### src/rtl/ftq_queue_if.sv
// Handshake and data bundle between the fetch target queue and its producer/consumers.
// The master modport is the environment side (predictor, fetch unit, backend); the slave modport is the queue.
interface ftq_queue_if #(
    parameter int VLEN   = 32,
    parameter int IDX_W  = 3,
    parameter int SLOT_W = 2
);
    logic              enq_valid_i;
    logic              enq_ready_o;
    logic [VLEN-1:0]   enq_pc_i;
    logic              enq_taken_i;
    logic [SLOT_W-1:0] enq_slot_i;
    logic [VLEN-1:0]   enq_target_i;

    logic              fetch_valid_o;
    logic              fetch_ready_i;
    logic [IDX_W:0]    fetch_idx_o;
    logic [VLEN-1:0]   fetch_pc_o;
    logic              fetch_taken_o;
    logic [SLOT_W-1:0] fetch_slot_o;
    logic [VLEN-1:0]   fetch_target_o;

    logic              commit_valid_i;
    logic              flush_i;
    logic [IDX_W:0]    flush_ptr_i;

    logic [IDX_W-1:0]  rd_idx_i;
    logic [VLEN-1:0]   rd_pc_o;
    logic [IDX_W:0]    count_o;
    logic              empty_o;

    modport master (
        output enq_valid_i, enq_pc_i, enq_taken_i, enq_slot_i, enq_target_i,
        output fetch_ready_i, commit_valid_i, flush_i, flush_ptr_i, rd_idx_i,
        input  enq_ready_o, fetch_valid_o, fetch_idx_o, fetch_pc_o,
        input  fetch_taken_o, fetch_slot_o, fetch_target_o,
        input  rd_pc_o, count_o, empty_o
    );

    modport slave (
        input  enq_valid_i, enq_pc_i, enq_taken_i, enq_slot_i, enq_target_i,
        input  fetch_ready_i, commit_valid_i, flush_i, flush_ptr_i, rd_idx_i,
        output enq_ready_o, fetch_valid_o, fetch_idx_o, fetch_pc_o,
        output fetch_taken_o, fetch_slot_o, fetch_target_o,
        output rd_pc_o, count_o, empty_o
    );
endinterface

### src/rtl/ftq_queue.sv
// Fetch target queue: circular buffer with enqueue, fetch and commit pointers
// and partial flush on branch redirect.
module ftq_queue #(
    parameter int FTQ_DEPTH       = 8,
    parameter int VLEN            = 32,
    parameter int INSTR_PER_FETCH = 4,
    localparam int IDX_W          = $clog2(FTQ_DEPTH),
    localparam int SLOT_W         = $clog2(INSTR_PER_FETCH)
) (
    input logic        clk_i,
    input logic        rst_i,
    ftq_queue_if.slave q
);
    typedef logic [IDX_W:0] ptr_t;

    ptr_t enq_ptr;
    ptr_t fetch_ptr;
    ptr_t commit_ptr;

    logic [VLEN-1:0]   pc_mem     [FTQ_DEPTH];
    logic              taken_mem  [FTQ_DEPTH];
    logic [SLOT_W-1:0] slot_mem   [FTQ_DEPTH];
    logic [VLEN-1:0]   target_mem [FTQ_DEPTH];

    logic full;
    logic fetch_avail;
    logic enq_fire;
    logic fetch_fire;
    logic commit_fire;

    // Handshakes are qualified with reset and flush so that neither one
    // writes storage nor moves a pointer in a cycle that discards them.
    always_comb begin
        full        = (enq_ptr[IDX_W-1:0] == commit_ptr[IDX_W-1:0]) &&
                      (enq_ptr[IDX_W] != commit_ptr[IDX_W]);
        fetch_avail = (fetch_ptr != enq_ptr);
        enq_fire    = q.enq_valid_i && !full && !q.flush_i && !rst_i;
        fetch_fire  = fetch_avail && q.fetch_ready_i && !q.flush_i && !rst_i;
        commit_fire = q.commit_valid_i && (commit_ptr != fetch_ptr) && !rst_i;
    end

    assign q.enq_ready_o    = !full;
    assign q.fetch_valid_o  = fetch_avail;
    assign q.fetch_idx_o    = fetch_ptr;
    assign q.fetch_pc_o     = pc_mem[fetch_ptr[IDX_W-1:0]];
    assign q.fetch_taken_o  = taken_mem[fetch_ptr[IDX_W-1:0]];
    assign q.fetch_slot_o   = slot_mem[fetch_ptr[IDX_W-1:0]];
    assign q.fetch_target_o = target_mem[fetch_ptr[IDX_W-1:0]];
    assign q.rd_pc_o        = pc_mem[q.rd_idx_i];
    assign q.count_o        = enq_ptr - commit_ptr;
    assign q.empty_o        = (enq_ptr == commit_ptr);

    always_ff @(posedge clk_i) begin
        if (rst_i) begin
            enq_ptr    <= '0;
            fetch_ptr  <= '0;
            commit_ptr <= '0;
        end else begin
            if (q.flush_i) begin
                enq_ptr   <= q.flush_ptr_i + ptr_t'(1);
                fetch_ptr <= q.flush_ptr_i + ptr_t'(1);
            end else begin
                if (enq_fire)   enq_ptr   <= enq_ptr + ptr_t'(1);
                if (fetch_fire) fetch_ptr <= fetch_ptr + ptr_t'(1);
            end
            if (commit_fire) commit_ptr <= commit_ptr + ptr_t'(1);
        end
    end

    // Storage is never reset; only the pointers define which entries are live.
    always_ff @(posedge clk_i) begin
        if (enq_fire) begin
            pc_mem[enq_ptr[IDX_W-1:0]]     <= q.enq_pc_i;
            taken_mem[enq_ptr[IDX_W-1:0]]  <= q.enq_taken_i;
            slot_mem[enq_ptr[IDX_W-1:0]]   <= q.enq_slot_i;
            target_mem[enq_ptr[IDX_W-1:0]] <= q.enq_target_i;
        end
    end
endmodule

### src/flat_wrapper.sv
// flat-port wrapper written by rule: the top's interface ports become plain ports
module ftq_queue_flat 
#(
    parameter int FTQ_DEPTH       = 8,
    parameter int VLEN            = 32,
    parameter int INSTR_PER_FETCH = 4,
    localparam int IDX_W          = $clog2(FTQ_DEPTH),
    localparam int SLOT_W         = $clog2(INSTR_PER_FETCH)
)
  (clk_i, rst_i, q_enq_valid_i, q_enq_pc_i, q_enq_taken_i, q_enq_slot_i, q_enq_target_i, q_fetch_ready_i, q_commit_valid_i, q_flush_i, q_flush_ptr_i, q_rd_idx_i, q_enq_ready_o, q_fetch_valid_o, q_fetch_idx_o, q_fetch_pc_o, q_fetch_taken_o, q_fetch_slot_o, q_fetch_target_o, q_rd_pc_o, q_count_o, q_empty_o);
  ftq_queue_if #(.VLEN(VLEN), .IDX_W((3)), .SLOT_W((2))) q_i ();
  input logic clk_i;
  input logic rst_i;
  input wire logic [$bits(q_i.enq_valid_i)-1:0] q_enq_valid_i;
  input wire logic [$bits(q_i.enq_pc_i)-1:0] q_enq_pc_i;
  input wire logic [$bits(q_i.enq_taken_i)-1:0] q_enq_taken_i;
  input wire logic [$bits(q_i.enq_slot_i)-1:0] q_enq_slot_i;
  input wire logic [$bits(q_i.enq_target_i)-1:0] q_enq_target_i;
  input wire logic [$bits(q_i.fetch_ready_i)-1:0] q_fetch_ready_i;
  input wire logic [$bits(q_i.commit_valid_i)-1:0] q_commit_valid_i;
  input wire logic [$bits(q_i.flush_i)-1:0] q_flush_i;
  input wire logic [$bits(q_i.flush_ptr_i)-1:0] q_flush_ptr_i;
  input wire logic [$bits(q_i.rd_idx_i)-1:0] q_rd_idx_i;
  output wire logic [$bits(q_i.enq_ready_o)-1:0] q_enq_ready_o;
  output wire logic [$bits(q_i.fetch_valid_o)-1:0] q_fetch_valid_o;
  output wire logic [$bits(q_i.fetch_idx_o)-1:0] q_fetch_idx_o;
  output wire logic [$bits(q_i.fetch_pc_o)-1:0] q_fetch_pc_o;
  output wire logic [$bits(q_i.fetch_taken_o)-1:0] q_fetch_taken_o;
  output wire logic [$bits(q_i.fetch_slot_o)-1:0] q_fetch_slot_o;
  output wire logic [$bits(q_i.fetch_target_o)-1:0] q_fetch_target_o;
  output wire logic [$bits(q_i.rd_pc_o)-1:0] q_rd_pc_o;
  output wire logic [$bits(q_i.count_o)-1:0] q_count_o;
  output wire logic [$bits(q_i.empty_o)-1:0] q_empty_o;
  assign q_i.enq_valid_i = q_enq_valid_i;
  assign q_i.enq_pc_i = q_enq_pc_i;
  assign q_i.enq_taken_i = q_enq_taken_i;
  assign q_i.enq_slot_i = q_enq_slot_i;
  assign q_i.enq_target_i = q_enq_target_i;
  assign q_i.fetch_ready_i = q_fetch_ready_i;
  assign q_i.commit_valid_i = q_commit_valid_i;
  assign q_i.flush_i = q_flush_i;
  assign q_i.flush_ptr_i = q_flush_ptr_i;
  assign q_i.rd_idx_i = q_rd_idx_i;
  assign q_enq_ready_o = q_i.enq_ready_o;
  assign q_fetch_valid_o = q_i.fetch_valid_o;
  assign q_fetch_idx_o = q_i.fetch_idx_o;
  assign q_fetch_pc_o = q_i.fetch_pc_o;
  assign q_fetch_taken_o = q_i.fetch_taken_o;
  assign q_fetch_slot_o = q_i.fetch_slot_o;
  assign q_fetch_target_o = q_i.fetch_target_o;
  assign q_rd_pc_o = q_i.rd_pc_o;
  assign q_count_o = q_i.count_o;
  assign q_empty_o = q_i.empty_o;
  ftq_queue #(.FTQ_DEPTH(FTQ_DEPTH), .VLEN(VLEN), .INSTR_PER_FETCH(INSTR_PER_FETCH)) u_core (.clk_i(clk_i), .rst_i(rst_i), .q(q_i));
endmodule
### config.mk
export PLATFORM = sky130hd
export DESIGN_NAME = ftq_queue_flat
export DESIGN_NICKNAME = d
export VERILOG_FILES = /design/src/rtl/ftq_queue_if.sv /design/src/rtl/ftq_queue.sv /design/src/flat_wrapper.sv
export SDC_FILE = /design/constraint.sdc
export NUM_CORES = 1
export LEC_CHECK = 0
export BUFFER_PORTS_ARGS = -buffer_cell sky130_fd_sc_hd__buf_2
export CORE_MARGIN = 2
export CORE_UTILIZATION = 54
export DETAILED_ROUTE_END_ITERATION = 7
export PLACE_DENSITY_LB_ADDON = 0.1
export SYNTH_ARGS = -nofsm -noshare
export SYNTH_HDL_FRONTEND = slang
export SYNTH_SLANG_ARGS = --single-unit
### constraint.sdc
create_clock -name clk_i -period 6.2 [get_ports clk_i]
set_clock_uncertainty 0.2 [all_clocks]
set_input_delay 0.31 -clock clk_i [delete_from_list [all_inputs] [get_ports clk_i]]
set_output_delay 0.31 -clock clk_i [all_outputs]
set_load 0.03 [all_outputs]
# Word level (Yosys, flattened, before mapping)
# Memory sizes are Yosys's and may differ from the RTL's. A register that Yosys moved wholly into a read port is not among the register bits.
# Cells that the tools add are included.
[word_totals] regBits=12 latchBits=0 ram_bits=536 mem_bits_ro=0 input_bits=80 wordCells=45 mem_count=4
[mem_list] memory="u_core.pc_mem" words=8 word_bits=32 read_ports=2 rd_ports_with_merged_regs=1 wr=1 line_no="ftq_queue.sv:20" source="logic [VLEN-1:0] pc_mem [FTQ_DEPTH];"
[mem_list] memory="u_core.target_mem" words=8 word_bits=32 read_ports=1 rd_ports_with_merged_regs=1 wr=1 line_no="ftq_queue.sv:23" source="logic [VLEN-1:0] target_mem [FTQ_DEPTH];"
[mem_list] memory="u_core.slot_mem" words=8 word_bits=2 read_ports=1 rd_ports_with_merged_regs=1 wr=1 line_no="ftq_queue.sv:22" source="logic [SLOT_W-1:0] slot_mem [FTQ_DEPTH];"
[mem_list] memory="u_core.taken_mem" words=8 word_bits=1 read_ports=1 rd_ports_with_merged_regs=1 wr=1 line_no="ftq_queue.sv:21" source="logic taken_mem [FTQ_DEPTH];"
[op_classes] addsub=5 mul=0 div=0 n_lt_le_gt_ge=0 eq_ne=5 shifts=0 muxes=14 bitwise_logic=0 n_reduce_logical=14
[ops] cell="3-bit two-way mux" count=8
[ops] cell="4-bit by 1-bit adder with 4-bit output (second input constant)" count=4
[ops] cell="4-bit two-way mux" count=4
[ops] cell="1-bit logical AND" count=9
[ops] cell="4-bit != test" count=2
[ops] cell="4-bit equality test" count=1
[ops] cell="2-bit nonzero test" count=2
[ops] cell="4-bit subtractor" count=1
[ops] cell="3-bit equality test" count=1
[ops] cell="1-bit zero test" count=3
[ops] cell="1-bit two-way mux" count=2
[ops] cell="1-bit != test" count=1

# Depth between registers and ports, before layout
# Gate-level depths: netlist of run 1.
[logic_depth] word_depth=8 ltp_mapped=6 depth_no_buf=6

# Worst setup path before layout of run 1
# Ideal clock, no wire load.
[synth_timing] path_kind="register -> register" startpoint="reg u_core.commit_ptr[1]" endpoint="mem u_core.pc_mem[0][0] (enable)" setup_ps=575 arrival_ps=6051 t_required_ps=5425 slack_ps=-626 path_stages_with_launch=7 synth_period_minus_slack_ps=6826 path_cell_list="dfxtp_1 > inv_1 > ha_1 > nand3_1 > nand2b_1 > nand4_1 > nor3_1"
[synth_via] elab_chain_cells=8
[synth_rtl] item="start: declaration" line_no="ftq_queue.sv:18" source="ptr_t commit_ptr;"
[synth_rtl] item="start signal: assignment" line_no="ftq_queue.sv:66" source="if (commit_fire) commit_ptr <= commit_ptr + ptr_t'(1);"
[synth_rtl] item="3-bit equality test" line_no="ftq_queue.sv:34" source="full = (enq_ptr[IDX_W-1:0] == commit_ptr[IDX_W-1:0]) &&"
[synth_rtl] item="1-bit logical AND" line_no="ftq_queue.sv:34"
[synth_rtl] item="1-bit zero test"
[synth_rtl] item="via q_enq_ready_o" line_no="flat_wrapper.sv:24" source="output wire logic [$bits(q_i.enq_ready_o)-1:0] q_enq_ready_o;"
[synth_rtl] item="1-bit logical AND (3 in series)" line_no="ftq_queue.sv:37" source="enq_fire = q.enq_valid_i && !full && !q.flush_i && !rst_i;"
[synth_rtl] item="1-bit two-way mux" line_no="ftq_queue.sv:72" source="if (enq_fire) begin"
[synth_rtl] item="1-bit two-way mux (implied by the code)" line_no="ftq_queue.sv:73" source="pc_mem[enq_ptr[IDX_W-1:0]] <= q.enq_pc_i;"
[synth_rtl] item="end: declaration" line_no="ftq_queue.sv:20"
# The timed path passes the listed nets, and every way through them passes these cells.

==> impl_results.md, run 1 <==
- RD Place Congestion: 0.7467
- Setup violators final: 0
- Post-synth design cell area: 0.02343 mm2
- Critical path peak fanout: 36
- Largest net degree at the start of global routing: 71
- Die H: 212.3 um
- Critical path data arrival time: 3.22 ns
- Max-slew headroom: 0.2328
- Die area: 0.04506 mm2
- Root Buffer: clkbuf_16
- Final #Nets: 1385
- DR vias: 11300
- Fmax: 268.4 MHz
- Seq/Total Area, Yosys: 0.6999
- Worst-Skew Late Latency: 0.60 ns
- Vias in the first global route: 12030
- Mapped Nets: 1098
- Grt ovf: 0
- Yosys warning count: 0
- Met1 Use GR: 0.3079
- P&R area growth vs syn: 18.41%
- Fin crit period: 3.725 ns
- Synth unique cells: 45
- Commonest non-fill, non-tap cell in the layout: edfxtp_1
- Grt met3 use: 0.03250
- P_leak: 9.228 nW
- Initial Util: 0.5450
- Setup crit end kind: output pin
- Finished Layout Cells: 1931
- DRC errors left: 0
- Wirelength, routed: 48030 um
- Least-Margin Pin Slew: 1.151 ns
- Core Box Area: 0.04298 mm2
- Fin crit share: 0.6009
- Layout Utilization: 0.6453
- Clk pin slew, worst setup/hold paths: 0.06 ns
- VDD IR max: 0.2478 mV
- Gr usage total: 0.2183
- Initial antenna violation count: 3
- Most frequent cells in the layout: edfxtp_1 (536), buf_2 (188), mux4_2 (182), dlygate4sd3_1 (79), mux2_4 (60)
- Worst setup SP type: register
- Slew Limit Fails: 0
- Synthesized instance count: 1010
- Top Usage Layer GRT: met2
- CP Depth: 4
- 1st-iter DRT viols: 928
- Post-cts sizing count: 0
- Status: finished, final reports clean
- RSZ-0062 raised after global routing: false
- Cell Pwr Density: 314.6 mW/mm2
- Reg2Reg Depth: 5
- CP Class: reg -> out
- Layout cells sized above 1: 0.4483
- Worst Hold Class: in -> reg
- Clock sinks: 551
- Die width: 212.3 um
- Placed insts: 1745
- I/O Buffers: 189
- WL per Instance: 24.87 um
- CTS buffer count: 56
- Max stage delay on crit path: 0.81 ns
- Synth area leaders: edfxtp_1 (69%), mux4_2 (17%), mux2_4 (3.8%)
- Post-Route Setup TNS: 0 ns
- Post-detailed-placement half-perimeter wirelength: 26810 um
- TritonCTS clock tree: done
- Met2 usage: 0.3643
- Buf/Inv on CP: 2
- I/O pins: 190
- Htree depth: 2
- Worst-path cell chain: buf_4 > mux4_1 > mux2_2 > buf_2
- Slowest stage cell, crit path: dfxtp_4
- CP delay by family, top: multiplexers
- Mapped Avg Cell Area: 23.19 um2
- Num rows: 76
- First-pass GRT wire length: 72220 um
- Hold path cells: 2
- Final Hold Viols: 0
- Fill count: 2960
- Flop and latch count out of synthesis: 551
- Number of max-cap violations: 0
- Clock Path Buffers: 3
- Top cell type's share of synthesized area: 0.6871
- Cell taking the most area after synthesis: edfxtp_1
- Post-DRT Antenna Nets: 0
- Critical Path RT: 5.69 ns
- Vias/cell: 5.850
- DRT Pass-1 Iters: 5
## power breakdown
| group | switching (mW) | internal, mW | total, mW |
|---|---|---|---|
| clock | 1.42 | 2.16 | 3.59 |
| combinational | 0.518 | 0.432 | 0.950 |
| sequential | 0.0625 | 4.13 | 4.19 |
| total | 2.00 | 6.72 | 8.73 |
## per-layer routing
metal	up-vias	wire, um
met4	4	725
met5	-	27
met2	298	24160
met3	59	2301
li1	4947	-
met1	5989	20810
## metrics by stage
step	power (mW)	hold slack [ns]	cell area [um2]	worst slack (ns)
after floorplan	4.936	0.2089	23440	1.166
final	8.725	0.3109	27740	2.475
after global routing	9.009	0.3160	27740	2.229
after detailed placement	5.188	0.3450	24950	2.453
after CTS	8.820	0.2715	27740	2.333
after global placement	5.181	0.3191	24950	2.531
## synthesized netlist by cell type, drive strengths merged
cell type / n
nand4: 4
edfxtp: 536
nand2: 2
a2111o: 1
o2111ai: 2
clkbuf: 26
buf: 35
nand2b: 3
fa: 1
nor2: 11
and3: 2
o21bai: 1
nor3: 5
o41ai: 1
ha: 7
nand3: 4
inv: 10
a41oi: 1
xor2: 7
mux2: 100
a211o: 1
mux2i: 2
or3: 2
xnor2: 10
o21ai: 3
a21oi: 9
nor3b: 1
dfxtp: 15
a21boi: 3
a21o: 1
nor2b: 1
nor4: 1
o31a: 1
o311ai: 2
o21a: 1
mux4: 198
## state kept, by name (all words and copies together) (netlist names), named ones only
signal and count:
u_core.pc_mem 256, u_core.slot_mem 16, u_core.q.fetch_idx_o 4, u_core.commit_ptr 4
u_core.taken_mem 8, u_core.target_mem 256, u_core.enq_ptr 4
## path summary, 6_finish.rpt
check                                                           to                         startpoint  slack, ns
worst max-delay path                               q_fetch_taken_o                           register       2.47
worst min-delay path            u_core.target_mem[7][25]$_DFFE_PP_                 q_enq_target_i[25]       0.31
worst max register to register  u_core.target_mem[3][30]$_DFFE_PP_     u_core.enq_ptr[2]$_SDFFE_PP0P_       2.53
worst min register to register   u_core.commit_ptr[2]$_SDFFE_PP0P_  u_core.commit_ptr[2]$_SDFFE_PP0P_       0.36
## cell families (layout without fill, tap and decap cells)
kind of cell | after synthesis | after routing | synth area share
buffers and inverters | 71 | 406 | 0.01987
adder cells (fa/ha/maj) | 8 | 8 | 0.004593
AND/OR/NAND/NOR | 36 | 36 | 0.007798
other | 0 | 1 | 0
flip-flops | 551 | 551 | 0.6999
XOR/XNOR | 17 | 17 | 0.007317
AO/OA/AOI/OAI | 27 | 27 | 0.009080
multiplexers | 300 | 300 | 0.2515
## timing repair
| action | 4_1_cts | 5_1_grt |
|---|---|---|
| endpoints found under the hold margin | 551 | 0 |
| hold buffers | 79 | 0 |
| buffers inserted | 0 | 0 |
## final cells by class
type,instances,area [um2],share of cell area
Tap cell,585,732.0,0.02639
Sequential cell,551,16410,0.5915
Antenna cell,1,2.502,0.00009022
Timing Repair Buffer,290,1929,0.06956
Inverter,10,37.54,0.001353
Clock buffer,58,1409,0.05079
Clock inverter,48,588.1,0.02120
Multi-Input combinational cell,388,6633,0.2391
No activity file was read; power rests on OpenSTA's default activity.
==> run 2: changes to the inputs <==
- clock period: 6.2 -> 3.4 ns (I/O delays scaled with it)
==> impl_results.md, run 2 (synthesized netlist as in run 1, its figures left out) <==
- Die width: 212.3 um (unchanged)
- Vias/cell: 5.793 (-0.98%)
- CTS buffer count: 55 (-1.8%)
- Worst setup SP type: register
- Commonest non-fill, non-tap cell in the layout: edfxtp_1
- Wirelength, routed: 47410 um (-1.3%)
- Grt ovf: 0 (unchanged)
- DRT Pass-1 Iters: 4 (-1)
- Core Box Area: 0.04298 mm2 (unchanged)
- P&R area growth vs syn: 19.79%
- Layout cells sized above 1: 0.4557 (+0.007415)
- Status: finished, final reports clean
- Htree depth: 2 (unchanged)
- Gr usage total: 0.2153 (-0.003005)
- Critical path data arrival time: 2.77 ns (-0.45 ns)
- Worst-Skew Late Latency: 0.60 ns (about the same)
- RD Place Congestion: 0.7520 (+0.71%)
- Largest net degree at the start of global routing: 68 (-4.2%)
- Initial antenna violation count: 3 (unchanged)
- Post-DRT Antenna Nets: 0 (unchanged)
- Setup crit end kind: output pin
- Clock sinks: 551 (unchanged)
- Max-slew headroom: 0.2925 (+0.05976)
- Cell Pwr Density: 547.9 mW/mm2 (+74%)
- I/O Buffers: 189 (unchanged)
- Fmax: 318.4 MHz
- WL per Instance: 24.25 um (-2.5%)
- First-pass GRT wire length: 71010 um (-1.7%)
- Post-cts sizing count: 0 (unchanged)
- Setup Buffers After CTS: 0 (unchanged)
- Critical path peak fanout: 23 (-36%)
- Hold_ws: 0.1650 ns (-0.1460 ns)
- Footprint of the multi-input gates: 0.006690 mm2 (+0.87%)
- DR vias: 11330 (+0.25%)
- Post-detailed-placement half-perimeter wirelength: 28100 um (+4.8%)
- Post-Route Setup TNS: 0 ns (unchanged)
- TritonCTS clock tree: done
- Fin crit period: 3.141 ns
- Area after DPL: 0.02544 mm2 (+2.0%)
- Fin crit share: 0.9237
- CP Class: reg -> out
- Clk pin slew, worst setup/hold paths: 0.06 ns (about the same)
- Number of max-cap violations: 0 (unchanged)
- Die H: 212.3 um (unchanged)
- Worst Hold Class: in -> reg
- Fill count: 2943 (-0.57%)
- 1st-iter DRT viols: 702 (-24%)
- P_leak: 9.353 nW (+1.4%)
- Register area: 0.01641 mm2 (about the same)
- Initial Util: 0.5450 (unchanged)
- Setup violators final: 0 (unchanged)
- Clock Path Buffers: 3 (unchanged)
- Hold buffer count at cts: 83 (+5.1%)
- Vias in the first global route: 11990 (-0.30%)
- I/O pins: 190 (unchanged)
- Root Buffer: clkbuf_16
- Final Hold Viols: 0 (unchanged)
- Least-Margin Pin Slew: 1.061 ns (-0.08963 ns)
- VDD IR max: 0.4609 mV (+86%)
- Fin area: 0.02806 mm2 (+1.2%)
- Die area: 0.04506 mm2 (unchanged)
- Slew Limit Fails: 0 (unchanged)
- Most frequent cells in the layout: edfxtp_1 (536), buf_2 (188), mux4_2 (182), dlygate4sd3_1 (83), mux2_4 (60)
- Num rows: 76 (unchanged)
- DRC errors left: 0 (unchanged)
- Final #Nets: 1408 (+1.7%)
- Critical Path RT: 3.03 ns (-2.66 ns)
- RSZ-0062 raised after global routing: false
==> run 2: cell types whose count changed in the layout (fill, tap and decap cells not counted), moves of 4 or more <==
cell and delta:
clkbuf_1 +9, buf_12 +22, dlygate4sd3_1 +4, clkinv_2 +4, clkinvlp_4 -6, dfxtp_1 -4
bufinv_16 -6
==> run 2: critical path, cell delays in order (launching register included) <==
cell	delay, ns
dfxtp_4	0.67
buf_12	0.28
buf_4	0.17
mux4_1	0.55
mux2_4	0.29
buf_2	0.18
==> run 2: where the power goes <==
group / internal (mW) / leakage (nW) / switching [mW] / total [mW]
logic: 0.844 / 3.51 / 0.985 / 1.83
clock network: 3.44 / 0.885 / 2.49 / 5.93
registers: 7.52 / 4.95 / 0.0865 / 7.61
total: 11.8 / 9.35 / 3.56 / 15.4
==> run 2: area by class of cell <==
type	instances	share of cell area
Antenna cell	3	0.0002675
Clock buffer	66	0.05052
Clock inverter	38	0.01311
Inverter	10	0.001338
Multi-Input combinational cell	388	0.2384
Sequential cell	551	0.5849
Tap cell	585	0.02608
Timing Repair Buffer	314	0.08534
==> run 2: worst paths after layout <==
path | startpoint | to | slack, ns | depth (start not counted)
max reg2reg | u_core.enq_ptr[2]$_SDFFE_PP0P_ | u_core.enq_ptr[3]$_SDFFE_PP0P_ | 0.39 | 6
max | register | q_fetch_pc_o[3] | 0.26 | 5
min | q_enq_pc_i[8] | u_core.pc_mem[7][8]$_DFFE_PP_ | 0.16 | 2
min reg2reg | u_core.commit_ptr[2]$_SDFFE_PP0P_ | u_core.commit_ptr[2]$_SDFFE_PP0P_ | 0.31 | 2
==> run 2: metrics by stage <==
step | setup slack [ns] | util | instances | power [mW]
finish | 0.2595 | 0.6529 | 1955 | 15.37
global route | 0.1078 | 0.6528 | 1954 | 15.91
CTS | 0.1716 | 0.6527 | 1952 | 15.55
detailed placement | 0.5128 | 0.5918 | 1765 | 9.527
global placement | 0.5862 | 0.5918 | 1765 | 9.510
floorplan | -0.2204 | - | 1010 | 9.020
==> run 2: layer usage <==
layer	vias to the layer above	routed length, um	track usage
li1	4997	-	-
met1	6009	19930	0.2927
met2	254	24640	0.3692
met3	63	2126	0.03826
met4	2	694	0.04726
met5	-	11	0
